**config.mk**
```make
export PLATFORM = sky130hd
export DESIGN_NAME = fsm_decode
export DESIGN_NICKNAME = d
export VERILOG_FILES = /design/src/rtl/fsm_pkg.sv /design/src/rtl/fsm_decode_step.sv /design/src/rtl/fsm_decode.sv
export SDC_FILE = /design/constraint.sdc
export NUM_CORES = 1
export LEC_CHECK = 0
export CAP_MARGIN = 20
export CORE_UTILIZATION = 51
export CTS_BUF_LIST = sky130_fd_sc_hd__clkbuf_8
export DETAILED_ROUTE_END_ITERATION = 16
export PLACE_DENSITY = 0.84
export SYNTH_ARGS = -nofsm -noshare
export SYNTH_HDL_FRONTEND = slang
export SYNTH_SLANG_ARGS = --single-unit
```
**constraint.sdc**
```tcl
create_clock -name clock -period 3.3 [get_ports clock]
set_clock_uncertainty 0.1 [all_clocks]
set_input_delay 0.825 -clock clock [delete_from_list [all_inputs] [get_ports clock]]
set_output_delay 0.825 -clock clock [all_outputs]
set_load 0.1 [all_outputs]
```
**src/rtl/fsm_pkg.sv**
```systemverilog
// Shared definitions for the ring-FSM trace decoder: default ring size,
// controller states and error codes.
package fsm_pkg;

   localparam int FSM_NUM_STATES = 9;
   localparam int FSM_SW         = $clog2(FSM_NUM_STATES);

   typedef enum logic [1:0] {
      ST_IDLE  = 2'd0,
      ST_TRACK = 2'd1,
      ST_ERROR = 2'd2
   } ctrl_state_e;

   localparam logic [1:0] ERR_NONE  = 2'b00;
   localparam logic [1:0] ERR_RANGE = 2'b01;
   localparam logic [1:0] ERR_JUMP  = 2'b10;

endpackage

```
**src/rtl/fsm_decode_step.sv**
```systemverilog
// Combinational classifier: relates the new sample a to the previous legal
// state and reports which ring transition (if any) it represents.
module fsm_decode_step #(
   parameter int NUM_STATES = 9,
   parameter int SW         = $clog2(NUM_STATES)
) (
   input  logic [SW-1:0] prev,
   input  logic [SW-1:0] a,
   output logic          hold,
   output logic          advance,
   output logic          wrap,
   output logic          range_err,
   output logic          jump_err,
   output logic [SW-1:0] ev_idx
);

   localparam logic [SW-1:0] LAST = SW'(NUM_STATES - 1);

   // One extra bit so a ring that fills the whole word still compares correctly
   assign range_err = ({1'b0, a} >= (SW+1)'(NUM_STATES));
   assign hold      = !range_err && (a == prev);
   assign advance   = !range_err && (prev < LAST) && (a == prev + SW'(1));
   assign wrap      = !range_err && (prev == LAST) && (a == '0);
   assign jump_err  = !range_err && !hold && !advance && !wrap;
   assign ev_idx    = prev;

endmodule

```
**src/rtl/fsm_decode.sv**
```systemverilog
// Trace decoder for the ring FSM: turns sampled state words into one-hot
// advance events, counts laps and latches the first illegal observation.
module fsm_decode
   import fsm_pkg::*;
#(
   parameter int NUM_STATES = FSM_NUM_STATES,
   parameter int SW         = $clog2(NUM_STATES),
   parameter int LAP_W      = 8
) (
   input  logic                  clock,
   input  logic                  reset,
   input  logic                  valid,
   input  logic                  clear,
   input  logic [SW-1:0]         a,
   output logic [NUM_STATES-1:0] ev,
   output logic [LAP_W-1:0]      lap,
   output logic                  lap_wrap,
   output logic                  err,
   output logic [1:0]            err_code,
   output logic [SW-1:0]         err_state
);

   ctrl_state_e           state_q;
   logic [SW-1:0]         prev_q;
   logic [NUM_STATES-1:0] ev_q;
   logic [LAP_W-1:0]      lap_q;
   logic [LAP_W-1:0]      lap_d;
   logic                  lap_wrap_q;
   logic                  err_q;
   logic [1:0]            err_code_q;
   logic [SW-1:0]         err_state_q;

   logic                  hold;
   logic                  advance;
   logic                  wrap;
   logic                  range_err;
   logic                  jump_err;
   logic [SW-1:0]         ev_idx;
   logic [NUM_STATES-1:0] ev_hot;

   fsm_decode_step #(
      .NUM_STATES (NUM_STATES),
      .SW         (SW)
   ) u_step (
      .prev      (prev_q),
      .a         (a),
      .hold      (hold),
      .advance   (advance),
      .wrap      (wrap),
      .range_err (range_err),
      .jump_err  (jump_err),
      .ev_idx    (ev_idx)
   );

   genvar gi;
   generate
      for (gi = 0; gi < NUM_STATES; gi++) begin : g_ev_hot
         assign ev_hot[gi] = (ev_idx == SW'(gi));
      end
   endgenerate

   assign lap_d = lap_q + LAP_W'(1);

   always_ff @(posedge clock) begin
      if (reset) begin
         state_q     <= ST_IDLE;
         prev_q      <= '0;
         ev_q        <= '0;
         lap_q       <= '0;
         lap_wrap_q  <= 1'b0;
         err_q       <= 1'b0;
         err_code_q  <= ERR_NONE;
         err_state_q <= '0;
      end else begin
         ev_q       <= '0;
         lap_wrap_q <= 1'b0;
         // clear wins over a coincident sample, which is simply dropped
         if (clear) begin
            state_q     <= ST_IDLE;
            prev_q      <= '0;
            err_q       <= 1'b0;
            err_code_q  <= ERR_NONE;
            err_state_q <= '0;
         end else if (valid) begin
            case (state_q)
               ST_IDLE: begin
                  if (range_err) begin
                     state_q     <= ST_ERROR;
                     err_q       <= 1'b1;
                     err_code_q  <= ERR_RANGE;
                     err_state_q <= a;
                  end else begin
                     state_q <= ST_TRACK;
                     prev_q  <= a;
                  end
               end
               ST_TRACK: begin
                  if (range_err || jump_err) begin
                     state_q     <= ST_ERROR;
                     err_q       <= 1'b1;
                     err_code_q  <= range_err ? ERR_RANGE : ERR_JUMP;
                     err_state_q <= a;
                  end else if (!hold && (advance || wrap)) begin
                     ev_q   <= ev_hot;
                     prev_q <= a;
                     if (wrap) begin
                        lap_q      <= lap_d;
                        lap_wrap_q <= (lap_d == '0);
                     end
                  end
               end
               default: ;
            endcase
         end
      end
   end

   assign ev        = ev_q;
   assign lap       = lap_q;
   assign lap_wrap  = lap_wrap_q;
   assign err       = err_q;
   assign err_code  = err_code_q;
   assign err_state = err_state_q;

endmodule

```
After elaboration in Yosys (flattened, before gate mapping)
Index checks and enable logic that the tools add are counted.
{"block": "totals", "out_inout_bits": 25, "inputBits": 8, "regBits": 31, "elab_cells": 78}
{"block": "op_classes", "magnitude_cmp": 2, "eq_ne": 16, "bitwise_logic": 6, "add_sub_neg": 2, "reduce_logical": 27, "mux": 17}
{"cell": "two-way mux 4 bit", "n": 5}
{"cell": "equality test 4 x 3 -> 1 bit (second input constant)", "n": 4}
{"cell": "one-hot mux 4 bit (2 select lines)", "n": 2}
{"cell": "two-way mux 2 bit", "n": 5}
{"cell": "!= test 2 bit (second input constant)", "n": 5}
{"cell": "logical AND 1 bit", "n": 9}
{"cell": "adder 8 x 1 -> 8 bit (second input constant)", "n": 1}
{"cell": "equality test 4 x 2 -> 1 bit (second input constant)", "n": 2}
{"cell": "equality test 4 bit", "n": 2}
{"cell": "zero test 4 bit", "n": 2}
{"cell": "zero test 8 bit", "n": 1}
{"cell": "one-hot mux 2 bit (2 select lines)", "n": 2}
{"cell": "OR reduction 7 bit", "n": 1}
{"cell": "inverter 1 bit", "n": 6}
{"cell": "AND reduction 6 bit", "n": 1}
{"cell": "OR reduction 6 bit", "n": 1}
{"cell": "AND reduction 5 bit", "n": 1}
{"cell": "adder 4 x 1 -> 4 bit (second input constant)", "n": 1}
{"cell": "equality test 4 x 1 -> 1 bit (second input constant)", "n": 1}
{"cell": "equality test 4 bit (second input constant)", "n": 1}
{"cell": "greater-or-equal comparator 4 bit (second input constant)", "n": 1}
{"cell": "zero test 1 bit", "n": 4}
{"cell": "< comparator 4 bit (second input constant)", "n": 1}
{"cell": "AND reduction 4 bit", "n": 1}
{"cell": "8 further kinds", "n": 10}

Logic depth before layout (Yosys ltp)
Gate-level depths: netlist (run 1).
{"block": "logic_depth", "ltp_word": 10, "ltp_mapped": 8, "depth_no_buf": 7}

Hierarchy
From an unflattened synthesis (run 1), not the netlist that was laid out.
{"block": "unflattened", "cells_unflattened": 163, "area_unflattened_um2": 1483.9}
{"module": "fsm_decode", "cells_per_inst": 137, "seq_area_each_um2": 620.6, "instances": 1, "area_each_um2": 1295.0}
{"module": "fsm_decode_step", "cells_per_inst": 26, "seq_area_each_um2": 0.0, "instances": 1, "area_each_um2": 188.9}

Least setup slack after synthesis (run 1)
Ideal clock, no wire load.
{"block": "synth_path", "kind": "in2reg", "start": "input port a[0]", "end": "register prev_q[3]", "t_arrival_ns": 2.273, "setup_ns": 0.103, "slack_ns": 0.824, "t_required_ns": 3.097, "cell_stages": 4, "n_path_buf": 0, "path_cell_list": "o31ai_2 > or4b_4 > a21bo_4 > a2111oi_2"}
{"block": "synth_via", "elab_chain_cells": 10, "word_cells_on_any_way": 23, "classes_between": "1 x order compare; 5 x eq/ne; 17 x reduce/logical"}
{"element": "start: declaration", "line": "fsm_decode.sv:14", "source": "input logic [SW-1:0] a,"}
{"element": "greater-or-equal comparator 4 bit", "line": "fsm_decode_step.sv:20", "source": "assign range_err = ({1'b0, a} >= (SW+1)'(NUM_STATES));"}
{"element": "zero test 1 bit"}
{"element": "logical AND 1 bit, on equally long branches", "line": "fsm_decode_step.sv:21, fsm_decode_step.sv:22"}
{"element": "zero test 1 bit or logical AND 1 bit (tied branches)", "line": "fsm_decode_step.sv:24, fsm_decode.sv:103, fsm_decode_step.sv:22"}
{"element": "logical AND 1 bit or zero test 1 bit (tied branches)", "line": "fsm_decode_step.sv:24", "source": "assign jump_err = !range_err && !hold && !advance && !wrap;"}
{"element": "logical AND 1 bit (2 in a row)", "line": "fsm_decode_step.sv:24"}
{"element": "logical OR 1 bit", "line": "fsm_decode.sv:98", "source": "if (range_err || jump_err) begin"}
{"element": "!= test 2 bit (no source line)"}
{"element": "AND reduction 5 bit (no source line) *"}
{"element": "end signal: assignment", "line": "fsm_decode.sv:80", "source": "prev_q <= '0;"}
{"element": "end signal: assignment", "line": "fsm_decode.sv:94", "source": "prev_q <= a;"}
{"element": "end signal: assignment", "line": "fsm_decode.sv:105", "source": "prev_q <= a;"}
{"element": "end: declaration", "line": "fsm_decode.sv:24", "source": "logic [SW-1:0] prev_q;"}
Mark *: on every way between the ends. The rest lies on a longest branch, timed or not.
A chain may end at the register's enable or synchronous reset.

Worst setup path in the final report (run 1)
{"block": "layout_path", "start": "input port a[1]", "end": "register lap_wrap_q, in the netlist lap_wrap"}
{"block": "layout_via", "elab_chain_cells": 9, "word_cells_on_any_way": 22, "classes_between": "1 x order compare; 2 x eq/ne; 2 x bitwise; 17 x reduce/logical"}
{"element": "greater-or-equal comparator 4 bit", "line": "fsm_decode_step.sv:20"}
{"element": "zero test 1 bit"}
{"element": "logical AND 1 bit, on equally long branches", "line": "fsm_decode_step.sv:21, fsm_decode_step.sv:22"}
{"element": "zero test 1 bit or logical AND 1 bit (tied branches)", "line": "fsm_decode_step.sv:24, fsm_decode.sv:103, fsm_decode_step.sv:22"}
{"element": "logical AND 1 bit or zero test 1 bit (tied branches)", "line": "fsm_decode_step.sv:24"}
{"element": "logical AND 1 bit (2 in a row)", "line": "fsm_decode_step.sv:24"}
{"element": "logical OR 1 bit", "line": "fsm_decode.sv:98"}
{"element": "OR reduction 7 bit (no source line) *"}
{"element": "end signal: assignment", "line": "fsm_decode.sv:108", "source": "lap_wrap_q <= (lap_d == '0);"}
{"element": "end: declaration", "line": "fsm_decode.sv:28", "source": "logic lap_wrap_q;"}
Marked as above.

==> summary.md, run 1 <==
| Metric | Value |
|---|---|
| Outcome | finished clean |
| Cell area after layout | around 1800 um2 |
| First-pass GRT wire length | about 5000 um |
| Clock transition at path regs | approximately 0.06 ns |
| Async S/R FF share, synth | 0% |
| Worst Path Required | roughly 3.4 ns |
| Minimum clock period | between 2 and 3 ns |
| CP Capture Type | flop |
| Layout area overhead | 25.6% |
| Max Cap Viol | 0 |
| Met1 WL | ~1200 um |
| Worst Tran Pin Value | 0.538 ns |
| Avg WL per Cell | 12.8 um |
| Mean Syn Cell Area | between 9 and 10 um2 |
| Share of layout cells above drive strength 1 | between 20% and 30% |
| Vias per cell | approximately 5.6 |
| Core area | roughly 2700 um2 |
| # DRC | 0 |
| Seq/Total Area, Yosys | a little over two fifths |
| Post-synth EDFFs | 0 |
| Final setup fails | 0 |
| Slew HR | a little under two thirds |
| Count leader, synth | dfxtp_1 |
| Yosys cell types | 43 |
| CTS tree | done |
| Final worst slack | a little over 0.4 ns |
| PD cells | about 400 nW/um2 |
| Initial core utilization | between 50% and 60% |
| Top-area cell type share of the netlist area | between 40 and 50% |
| Crit path max fanout | 12 |
| CTS hold repair buffers | 0 |
| Port Buf Inserts | 32 |
| Yosys warning total | 0 |
| All-Layer GR Usage | 20.7% |
| Crit share post-route | between 80% and 90% |
| HP Class | flop to flop |
| Place WS | 0.178 ns |
| CTS buffer count | 5 |
| Die ar. | about 3100 um2 |
| Vias in the first global route | between 1000 and 1500 |
| Clock H-tree levels | 2 |
| Synth Flop Type | dfxtp_1 |
| RSZ-0062 raised after global routing | no |
| Final Net Count | around 210 |
| Arr. time, crit path | slightly below 3 ns |
| Sink Count | 31 |
| Initial DRC Count | 42 |
| Max Slew Vio Count | 0 |
| Cells after Synth | ~150 |
| Die X | between 50 and 60 um |
| Vias post-DR | 1245 |
| Post-CTS setup buffer count | 0 |
| # resized after CTS | 0 |
| Initial antenna violation count | 0 |
| Yosys reg bits | 31 |
| Peak VDD IR | between 0.0003 and 0.0004 V |
| Startpoint Class | primary input |
| I/O Pins | 33 |
| ANT cells | 0 |
| Syn_nets | 166 |
| FP Rows | 19 |
| Top post-synthesis cells by count | dfxtp_1 (31), nand2_1 (15), nor2_1 (11) |
| Crit Path Category | primary input to flop |
| Die height | approximately 56 um |
| Leak | between 0.7 and 0.8 nW |
| Congestion Overflow GR | 0 |
| DR WL met2 | about 1400 um |
| DRT Pass-1 Iters | 4 |
| Filler instances | around 220 |
| Aggregate routed wire length | between 2000 and 3000 um |
| Hold Vio Cnt, Final | 0 |
| Total Power | between 0.0007 and 0.0008 W |
| Dominant cells by area after synthesis | dfxtp_1 (42%), mux2i_1 (5.4%), ha_1 (4.3%) |
| Cell Area, Placed | about 1800 um2 |
| Clock tree root driver cell | clkbuf_8 |
| Routed Antenna Nets | 0 |
| HPWL Detailed | 2170 um |
| Post-synth top area cell | dfxtp_1 |
| Largest net degree at the start of global routing | 19 |
| FMAX | between 300 and 400 MHz |
| Syn Std Cell Area | around 1500 um2 |
| Met3 wire len | roughly 180 um |
| Top layer in use | met4 |
| Clock Tree Buf Depth | 2 |
| Placer Congestion | around 0.84 |
| Clk_lat worst skew | between 0.2 and 0.3 ns |
| Setup TNS | 0 ns |
-- sequential cells by signal, indices dropped and copies added, names as in the netlist --
signal     flops
err            1
err_code       2
err_state      4
ev             9
lap            8
lap_wrap       1
prev_q         4
state_q        2
-- worst paths after layout --
| check | startpoint | end | slack, ns | cells after the start |
|---|---|---|---|---|
| setup / recovery | a[1] | lap_wrap | 0.41 | 7 |
| hold / removal | err_state[0] | err_state[0] | 0.36 | 2 |
| setup reg to reg | prev_q[0] | prev_q[3] | 0.79 | 7 |
| hold reg to reg | err_state[0] | err_state[0] | 0.36 | 2 |
-- cells in the final DEF, fill, tap and decap left out, drive strengths merged, types with 2 or more instances in the layout --
cell	Yosys	layout
a2111oi	2	2
a21oi	4	4
a31o	3	3
and2	9	9
and3	3	3
buf	2	29
clkbuf	1	5
clkdlybuf4s50	0	7
dfxtp	31	31
ha	5	5
inv	5	7
mux2	3	3
mux2i	8	8
nand2	15	15
nand2b	3	3
nand3	6	6
nand4	4	4
nor2	11	11
nor2b	3	3
nor3	4	4
o21a	2	2
o21ai	2	2
xnor2	6	6
xor2	3	3
-- per-stage QoR --
step | cells | hold WS, ns | util, %
after floorplan | 153 | 0.334 | -
after global placement | 216 | 0.340 | 64.6
after detailed placement | 216 | 0.349 | 64.6
after CTS | 224 | 0.363 | 67.6
after global routing | 224 | 0.390 | 67.6
final | 224 | 0.360 | 67.6
-- power breakdown --
part	switching [W]	internal (W)	leakage, nW
Sequential	0.00000417	0.000379	0.250
Combinational	0.0000505	0.0000326	0.488
Clock	0.000135	0.000141	0.0505
Total	0.000189	0.000553	0.789
-- worst max-delay path, cell delays in order --
cell             delay (ns)
clkdlybuf4s50_1        0.52
nor4_1                 0.55
nand3b_1               0.16
nor4b_2                0.23
buf_4                  0.22
nand3_1                0.09
a2111oi_0              0.36
-- layer usage --
layer | up-vias | global-route usage, %
met5 | - | 0
met4 | 0 | 12.1
met3 | 8 | 8.14
met2 | 42 | 34.1
met1 | 576 | 22.5
li1 | 619 | -
-- kinds of logic (layout without fill, tap and decap cells) --
logic type	count (synthesis)	count (layout)	synth area share (%)
buffers and inverters	9	49	3.40
AND/OR/NAND/NOR	67	67	25.1
flip-flops	31	31	42.2
XOR/XNOR	9	9	5.36
AO/OA/AOI/OAI	21	21	12.0
adder cells (fa/ha/maj)	5	5	4.25
multiplexers	11	11	7.74
-- cell type report --
cell class              instances  area (um2)  area share [%]
flip-flops and latches         31         621            33.6
inverters                       5        18.8            1.02
clock inverters                 3        12.5           0.677
multi-input cells             113         801            43.3
clock buffers                   5        68.8            3.72
well taps                      31        38.8            2.10
repair buffers                 36         288            15.6
Note: power is estimated with default switching activity, not from simulation.
==> inputs of run 2 (changes only) <==
Settings changed: SKIP_LAST_GASP from default to 1.
==> results of run 2 <==
No change in the layout: final DEF, timing and power equal those of run 1.
